[config.mk]
export PLATFORM = sky130hd
export DESIGN_NAME = branch_operand_stage
export DESIGN_NICKNAME = d
export VERILOG_FILES = /design/src/rtl/branch_operand_stage.sv
export SDC_FILE = /design/constraint.sdc
export NUM_CORES = 1
export LEC_CHECK = 0
export BUFFER_PORTS_ARGS = -buffer_cell sky130_fd_sc_hd__buf_2
export CORE_ASPECT_RATIO = 0.75
export CORE_UTILIZATION = 50
export CTS_CLUSTER_DIAMETER = 60
export DETAILED_ROUTE_END_ITERATION = 8
export PLACE_DENSITY_LB_ADDON = 0.1
export SLEW_MARGIN = 20
export SYNTH_ARGS = -nofsm -noshare
export SYNTH_HDL_FRONTEND = slang
export SYNTH_SLANG_ARGS = --single-unit
[constraint.sdc]
create_clock -name clk -period 2.4 [get_ports clk]
set_clock_uncertainty 0.05 [all_clocks]
set_input_delay 0.48 -clock clk [delete_from_list [all_inputs] [get_ports clk]]
set_output_delay 0.48 -clock clk [all_outputs]
set_load 0.01 [all_outputs]
[src/rtl/branch_operand_stage.sv]
// Decode-stage branch sequencer: latches a BEQ/BNE, resolves operand hazards
// (stall or MEM forward), feeds the external comparator and issues a fetch redirect.
module branch_operand_stage #(
    parameter int WIDTH = 32,
    parameter int REGW  = 5,
    parameter int CNTW  = 32
) (
    input  logic             clk,
    input  logic             reset,
    input  logic             br_valid,
    output logic             br_ready,
    input  logic             br_is_bne,
    input  logic [REGW-1:0]  br_rs,
    input  logic [REGW-1:0]  br_rt,
    input  logic [WIDTH-1:0] br_target,
    output logic [REGW-1:0]  ra1,
    output logic [REGW-1:0]  ra2,
    input  logic [WIDTH-1:0] rd1,
    input  logic [WIDTH-1:0] rd2,
    input  logic             ex_regwrite,
    input  logic [REGW-1:0]  ex_dest,
    input  logic             mem_regwrite,
    input  logic             mem_memtoreg,
    input  logic [REGW-1:0]  mem_dest,
    input  logic [WIDTH-1:0] mem_result,
    input  logic             flush,
    output logic [WIDTH-1:0] cmp_a,
    output logic [WIDTH-1:0] cmp_b,
    input  logic             eq,
    output logic             stall,
    output logic             redirect_valid,
    output logic             redirect_taken,
    output logic [WIDTH-1:0] redirect_pc,
    output logic [CNTW-1:0]  cnt_branches,
    output logic [CNTW-1:0]  cnt_taken,
    output logic [CNTW-1:0]  cnt_stall
);

    typedef enum logic [1:0] {
        S_IDLE = 2'd0,
        S_WAIT = 2'd1,
        S_CMP  = 2'd2
    } state_t;

    state_t           state_q;
    logic [REGW-1:0]  rs_q;
    logic [REGW-1:0]  rt_q;
    logic             is_bne_q;
    logic [WIDTH-1:0] target_q;
    logic [WIDTH-1:0] cmp_a_q;
    logic [WIDTH-1:0] cmp_b_q;
    logic             redirect_valid_q;
    logic             redirect_taken_q;
    logic [WIDTH-1:0] redirect_pc_q;
    logic [CNTW-1:0]  cnt_branches_q;
    logic [CNTW-1:0]  cnt_taken_q;
    logic [CNTW-1:0]  cnt_stall_q;

    logic             haz_a;
    logic             haz_b;
    logic             fwd_a;
    logic             fwd_b;
    logic [WIDTH-1:0] cmp_a_d;
    logic [WIDTH-1:0] cmp_b_d;
    logic             taken_d;

    // Register 0 is hard-wired zero: never a hazard and never forwarded.
    assign haz_a = (rs_q != '0) &&
                   ((ex_regwrite && (ex_dest == rs_q)) ||
                    (mem_regwrite && mem_memtoreg && (mem_dest == rs_q)));
    assign haz_b = (rt_q != '0) &&
                   ((ex_regwrite && (ex_dest == rt_q)) ||
                    (mem_regwrite && mem_memtoreg && (mem_dest == rt_q)));

    assign fwd_a = (rs_q != '0) && mem_regwrite && !mem_memtoreg && (mem_dest == rs_q);
    assign fwd_b = (rt_q != '0) && mem_regwrite && !mem_memtoreg && (mem_dest == rt_q);

    assign cmp_a_d = fwd_a ? mem_result : rd1;
    assign cmp_b_d = fwd_b ? mem_result : rd2;
    assign taken_d = is_bne_q ? !eq : eq;

    assign br_ready = (state_q == S_IDLE) && !flush;
    assign stall    = (state_q == S_WAIT) && (haz_a || haz_b);

    assign ra1            = rs_q;
    assign ra2            = rt_q;
    assign cmp_a          = cmp_a_q;
    assign cmp_b          = cmp_b_q;
    assign redirect_valid = redirect_valid_q;
    assign redirect_taken = redirect_taken_q;
    assign redirect_pc    = redirect_pc_q;
    assign cnt_branches   = cnt_branches_q;
    assign cnt_taken      = cnt_taken_q;
    assign cnt_stall      = cnt_stall_q;

    // NOTE: all state uses non-blocking assignments so every register samples
    // pre-edge values; the early default on redirect_valid_q makes it a pulse.
    always_ff @(posedge clk) begin
        if (!reset) begin
            state_q          <= S_IDLE;
            rs_q             <= '0;
            rt_q             <= '0;
            is_bne_q         <= 1'b0;
            target_q         <= '0;
            cmp_a_q          <= '0;
            cmp_b_q          <= '0;
            redirect_valid_q <= 1'b0;
            redirect_taken_q <= 1'b0;
            redirect_pc_q    <= '0;
            cnt_branches_q   <= '0;
            cnt_taken_q      <= '0;
            cnt_stall_q      <= '0;
        end else begin
            redirect_valid_q <= 1'b0;
            if (stall) begin
                cnt_stall_q <= cnt_stall_q + CNTW'(1);
            end

            // Flush wins over everything; only the stall counter above still moves.
            if (flush) begin
                state_q <= S_IDLE;
            end else begin
                unique case (state_q)
                    S_IDLE: begin
                        if (br_valid) begin
                            rs_q     <= br_rs;
                            rt_q     <= br_rt;
                            is_bne_q <= br_is_bne;
                            target_q <= br_target;
                            state_q  <= S_WAIT;
                        end
                    end
                    S_WAIT: begin
                        if (!(haz_a || haz_b)) begin
                            cmp_a_q <= cmp_a_d;
                            cmp_b_q <= cmp_b_d;
                            state_q <= S_CMP;
                        end
                    end
                    S_CMP: begin
                        redirect_valid_q <= 1'b1;
                        redirect_taken_q <= taken_d;
                        redirect_pc_q    <= target_q;
                        cnt_branches_q   <= cnt_branches_q + CNTW'(1);
                        cnt_taken_q      <= cnt_taken_q + CNTW'(taken_d);
                        state_q          <= S_IDLE;
                    end
                    default: begin
                        state_q <= S_IDLE;
                    end
                endcase
            end
        end
    end

endmodule
[Word-level counts from Yosys, hierarchy flattened]
Index checks and enable logic that the tools add are counted.
Cells by class
  div/mod/pow operators: 0
  multipliers: 0
  $lt $le $gt $ge: 0
  equal/unequal tests: 8
  bitwise logic cells: 3
  reduce and logical (&&, ||, !) cells: 29
  add/sub/neg operators: 3
  shifts and indexed selects: 0
  mux-type cells: 7
Operator list (number)
  $add A32 B1 Y32 const B: 2
  $mux W32: 2
  $add A32 B1 Y32: 1
  $eq A5 B5 Y1: 4
  $logic_and A1 B1 Y1: 15
  $reduce_bool A5 Y1: 2
  $reduce_and A3 Y1: 2
  $mux W2: 2
  $ne A2 B2 Y1 const B: 2
  $pmux W2 S2: 1
  $reduce_and A2 Y1: 2
  $logic_not A1 Y1: 3
  $logic_or A1 B1 Y1: 3
  $not A1 Y1: 3
  $eq A2 B1 Y1 const B: 1
  $eq A2 B2 Y1 const B: 1
  $logic_not A2 Y1: 1
  $mux W1: 2
  $reduce_or A2 Y1: 1
Word-level totals
  logic and storage cells: 63
  latch bits: 0
  input bits: 157
  memories kept: 0
  output and inout port bits: 206
  bits in writable memories: 0
  bits in read-only memories: 0
  bits in registers: 239

[Depth between registers and ports, before layout]
  depth in word-level cells: 7
  depth in mapped cells: 9
  depth with buffers taken out: 9

[Worst setup path after synthesis]
OpenSTA, ideal clock, no wires.
  path type: input-to-output
  from: in mem_dest[0]
  to: out stall
  setup slack: 0.167 ns
  required time: 1.870 ns
  path buffers: 0
  cell stages on the path: 5
  data arrival time: 1.703 ns
  path through: xor2_1 > nor4_1 > o21ai_1 > o22a_4 > a21oi_1
On the way
  word-level cells in the longest chain between the ends: 6
  elaborated cells between the ends (all ways): 10
  classes of those cells: eq/ne (2); reduce/logical (8)
Ends and longest elaborated chain
  start: declaration: line 24  | input logic [REGW-1:0] mem_dest,
  $eq A5 B5 Y1 (on tied branches): line 70, 73
  $logic_and A1 B1 Y1 (on tied branches): line 70, 73
  $logic_or A1 B1 Y1 (on tied branches): line 69, 72
  $logic_and A1 B1 Y1 (on tied branches): line 68, 71
  $logic_or A1 B1 Y1 (*): line 83  | assign stall = (state_q == S_WAIT) && (haz_a || haz_b);
  $logic_and A1 B1 Y1 (*): line 83
  end: declaration: line 30  | output logic stall,
Mark *: on every way between the ends. The rest lies on a longest branch, timed or not.

[Worst setup path in the final report]
  from: reg rt_q[1], in the netlist ra2[1]
  to: out stall
On the way
  word-level cells in the longest chain between the ends: 6
  elaborated cells between the ends (all ways): 9
  classes of those cells: eq/ne (2); reduce/logical (7)
Ends and longest elaborated chain
  start: declaration: line 47  | logic [REGW-1:0] rt_q;
  start signal: assignment: line 127  | rt_q <= br_rt;
  $eq A5 B5 Y1 (on tied branches): line 72, 73
  $logic_and A1 B1 Y1 (on tied branches): line 72, 73
  $logic_or A1 B1 Y1: line 72  | ((ex_regwrite && (ex_dest == rt_q)) ||
  $logic_and A1 B1 Y1 (*): line 71  | assign haz_b = (rt_q != '0) &&
  $logic_or A1 B1 Y1 (*): line 83
  $logic_and A1 B1 Y1 (*): line 83
Marks and branches as above.

==> out/metrics.cfg <==
[outcome]
status=finished with violations
violations=negative setup slack

[sta]
setup_viol_count_final=1
max_freq_mhz=392
setup_tns_ns=-0.150
final_hold_viol_count=0
rsz0062_at_grt=yes
relSlewSlack_pct=60.9
slew_viol_final=0
tightestPinTransition_ns=0.587
layout_min_cycle_time_ns=2.55
worst_slack_ns=-0.150
fin_crit_sh_pct=106

[synth]
synth.avg_cell_area_um2=8.79
synth_flop_cell=dfxtp_1
synthCells=1172
yosysSeqAreaShare_pct=46.4
ys_ff_latch=239
synth_edf_count=0
synth_cell_type_count=46
postSynth.asyncResetShare_pct=0
syn_area_um2=10300
yosysWarnings=0
synthesis.nets=1333

[floorplanning]
die_area_um2=21200
die_h_um=126
core_um2=20200
ioPinCount=363
fp.dieW_um=168
start_util_pct=51.0
fp-row-count=45

[run]
drv_cap=0

[placement]
dpl.cell_count=1778
dp_hpwl_um=21000
placement.io_buffers=362
gp_congestion=0.861
postPlaceCellArea_um2=12700

[power_and_ir_drop]
max-vdd-ir-drop_uv=526
power.density_nw_per_um2=623
clkPwrFrac_pct=45.6
pwr-share-seq_pct=47.3
p_switching_uw=1920
internal_power_uw=6710
leakagePower_uw=0.00592
p_comb_share_pct=7.1
switching_share_pct=22.2

[cts]
clockBufferDepth=3
cts_buffers=24
h-tree-depth=1
clk_pin_slew_ns=0.06
cts_tree=yes
clock_latency_ns=0.51
clock-sinks=239
cts_root_buffer=clkbuf_16

[final_layout]
areaGrowthSynthToFinish_pct=34.5
fin_util_pct=68.6
drive_above_1_share_pct=32.7
n_fill_cell=1728
nets=1716
fin_area_um2=13900
fin_cells=1833

[route]
avgRoutedWirePerCell_um=16.0
drt-initial-drc-count=548
postRouteAntennaNets=0
wl_um=29300
route.detailed.drc=0
first_pass_iters=4
viasPerCell=5.24
vias=9609

[setup_path]
arrival_ns=2.02
crit_fanout=2
cpMaxStageDelayCell=nor4_2
endpoint_kind=output port
slowest_delay_ns=0.33
required_ns=1.87
worst-setup-path-type=register to output port
crit_chain=buf_4 -> nor4_2 -> nor3_1 -> o2111ai_1 -> o22a_4 -> a21oi_2 -> buf_2
cp-start-kind=register

[global_routing]
grt_start_max_net_pins=60
grt_usage_pct=26.4
grt_pass1_wl_um=45600
gr-total-overflow=0
grt_pass1_vias=8709
antenna_found_initial=9

[hold_path]
holdCritPathClass=input pin to register

[cell usage in the layout (no fill, tap or decap), types with 45 or more instances in the layout]
| cell | count |
|---|---|
| buf_2 | 362 |
| dfxtp_1 | 231 |
| nand2_1 | 198 |
| nor2_1 | 149 |
| a21oi_1 | 96 |
| a211oi_1 | 67 |
| mux2i_1 | 65 |
| buf_4 | 51 |
| xor2_1 | 49 |
| xnor2_1 | 45 |
[final cells by class]
cell class / instances / area (um2) / share of cell area, %
multi-input combinational: 854 / 5370 / 38.7
antenna: 4 / 10.0 / 0.0722
inverter: 7 / 31.3 / 0.226
timing repair buffer: 429 / 2500 / 18.0
sequential: 239 / 4790 / 34.6
tap: 258 / 323 / 2.33
clock buffer: 34 / 719 / 5.19
clock inverter: 8 / 119 / 0.858
[critical path: cells and delay by family, from the launching register on]
kind                   cells  cell delay (ns)
AND/OR/NAND/NOR            2             0.41
AO/OA/AOI/OAI              3             0.53
buffers and inverters      2             0.25
flip-flops                 1             0.32
[path summary, 6_finish.rpt]
check / slack [ns] / startpoint / end / depth (start not counted)
setup / recovery: -0.15 / ra2[1]$_SDFFE_PN0P_ / stall / 7
hold / removal: 0.16 / br_rs[1] / ra1[1]$_SDFFE_PN0P_ / 3
setup reg to reg: 0.01 / ra2[1]$_SDFFE_PN0P_ / cmp_b[8]$_SDFFE_PN0P_ / 11
hold reg to reg: 0.40 / target_q[22]$_SDFFE_PN0P_ / redirect_pc[22]$_SDFFE_PN0P_ / 2
[cells in the mapped netlist, types with 2 or more instances]
| cell type | count | share of area (%) |
|---|---|---|
| dfxtp_1 | 239 | 46 |
| nand2_1 | 198 | 7.2 |
| nor2_1 | 149 | 5.4 |
| a21oi_1 | 97 | 4.7 |
| a211oi_1 | 67 | 4.9 |
| mux2i_1 | 65 | 6.3 |
| xor2_1 | 49 | 4.2 |
| xnor2_1 | 45 | 3.8 |
| clkbuf_1 | 43 | 1.6 |
| nand3_1 | 34 | 1.7 |
| nand4_1 | 23 | 1.4 |
| a2111oi_2 | 17 | 2.5 |
| buf_2 | 15 | 0.73 |
| nor3_1 | 14 | 0.68 |
| o21ai_0 | 14 | 0.68 |
| or3_1 | 14 | 0.85 |
| and2_1 | 12 | 0.73 |
| and3_1 | 10 | 0.61 |
| and4_1 | 10 | 0.85 |
| buf_4 | 8 | 0.58 |
| inv_1 | 6 | 0.22 |
| buf_1 | 4 | 0.15 |
| ha_1 | 4 | 0.49 |
| nand2b_1 | 4 | 0.24 |
| nor2b_1 | 4 | 0.24 |
| a2111oi_4 | 2 | 0.53 |
| a31o_2 | 2 | 0.17 |
| buf_6 | 2 | 0.22 |
| nor4_1 | 2 | 0.12 |
| o2111ai_1 | 2 | 0.17 |
| o211ai_1 | 2 | 0.15 |
[what timing repair did]
item | in CTS | in global routing
pin swaps | 7 | 9
setup endpoints to repair | 36 | 58
hold buffers | 0 | 0
resized for setup | 10 | 17
setup buffers | 7 | 2
[through the flow]
step / hold slack [ns] / setup slack [ns] / power (uW)
2_1_floorplan: 0.382 / 0.167 / 4460
3_3_place_gp: 0.387 / -0.0202 / 4750
3_5_place_dp: 0.393 / -0.0906 / 4760
4_1_cts: 0.135 / -0.126 / 8670
5_1_grt: 0.148 / -0.261 / 8940
6_report: 0.155 / -0.150 / 8630
[power by group through the flow]
stage	registers, uW	logic, uW	clock network [uW]
finish	4080	609	3940
detailed placement	4170	590	0
CTS	4080	602	3990
floorplan	4190	273	0
global placement	4170	581	0
global route	4090	665	4180
[routing by layer]
| layer | track usage (%) | up-vias | wire length (um) |
|---|---|---|---|
| li1 | - | 4836 | - |
| met1 | 35.5 | 4439 | 13300 |
| met2 | 41.4 | 282 | 13200 |
| met3 | 8.08 | 46 | 2210 |
| met4 | 6.58 | 6 | 594 |
| met5 | 0 | - | 30 |
[logic make-up (layout without fill, tap and decap cells)]
group	count (synthesis)	count (layout)	share of synthesized area [%]
simple gates	482	482	20.9
flops	239	239	46.4
compound gates	209	209	14.4
xor+xnor	94	94	7.99
buf+inv	79	478	3.50
mux	65	65	6.31
fa+ha+maj	4	4	0.486
other cells	0	4	0
[sequential cells by signal, indices dropped and copies added, names as in the netlist, 32 cells and up]
name and count:
cmp_a 32, cmp_b 32, cnt_branches 32, cnt_stall 32
cnt_taken 32, redirect_pc 32, target_q 32
Note: power is estimated with default switching activity, not from simulation.
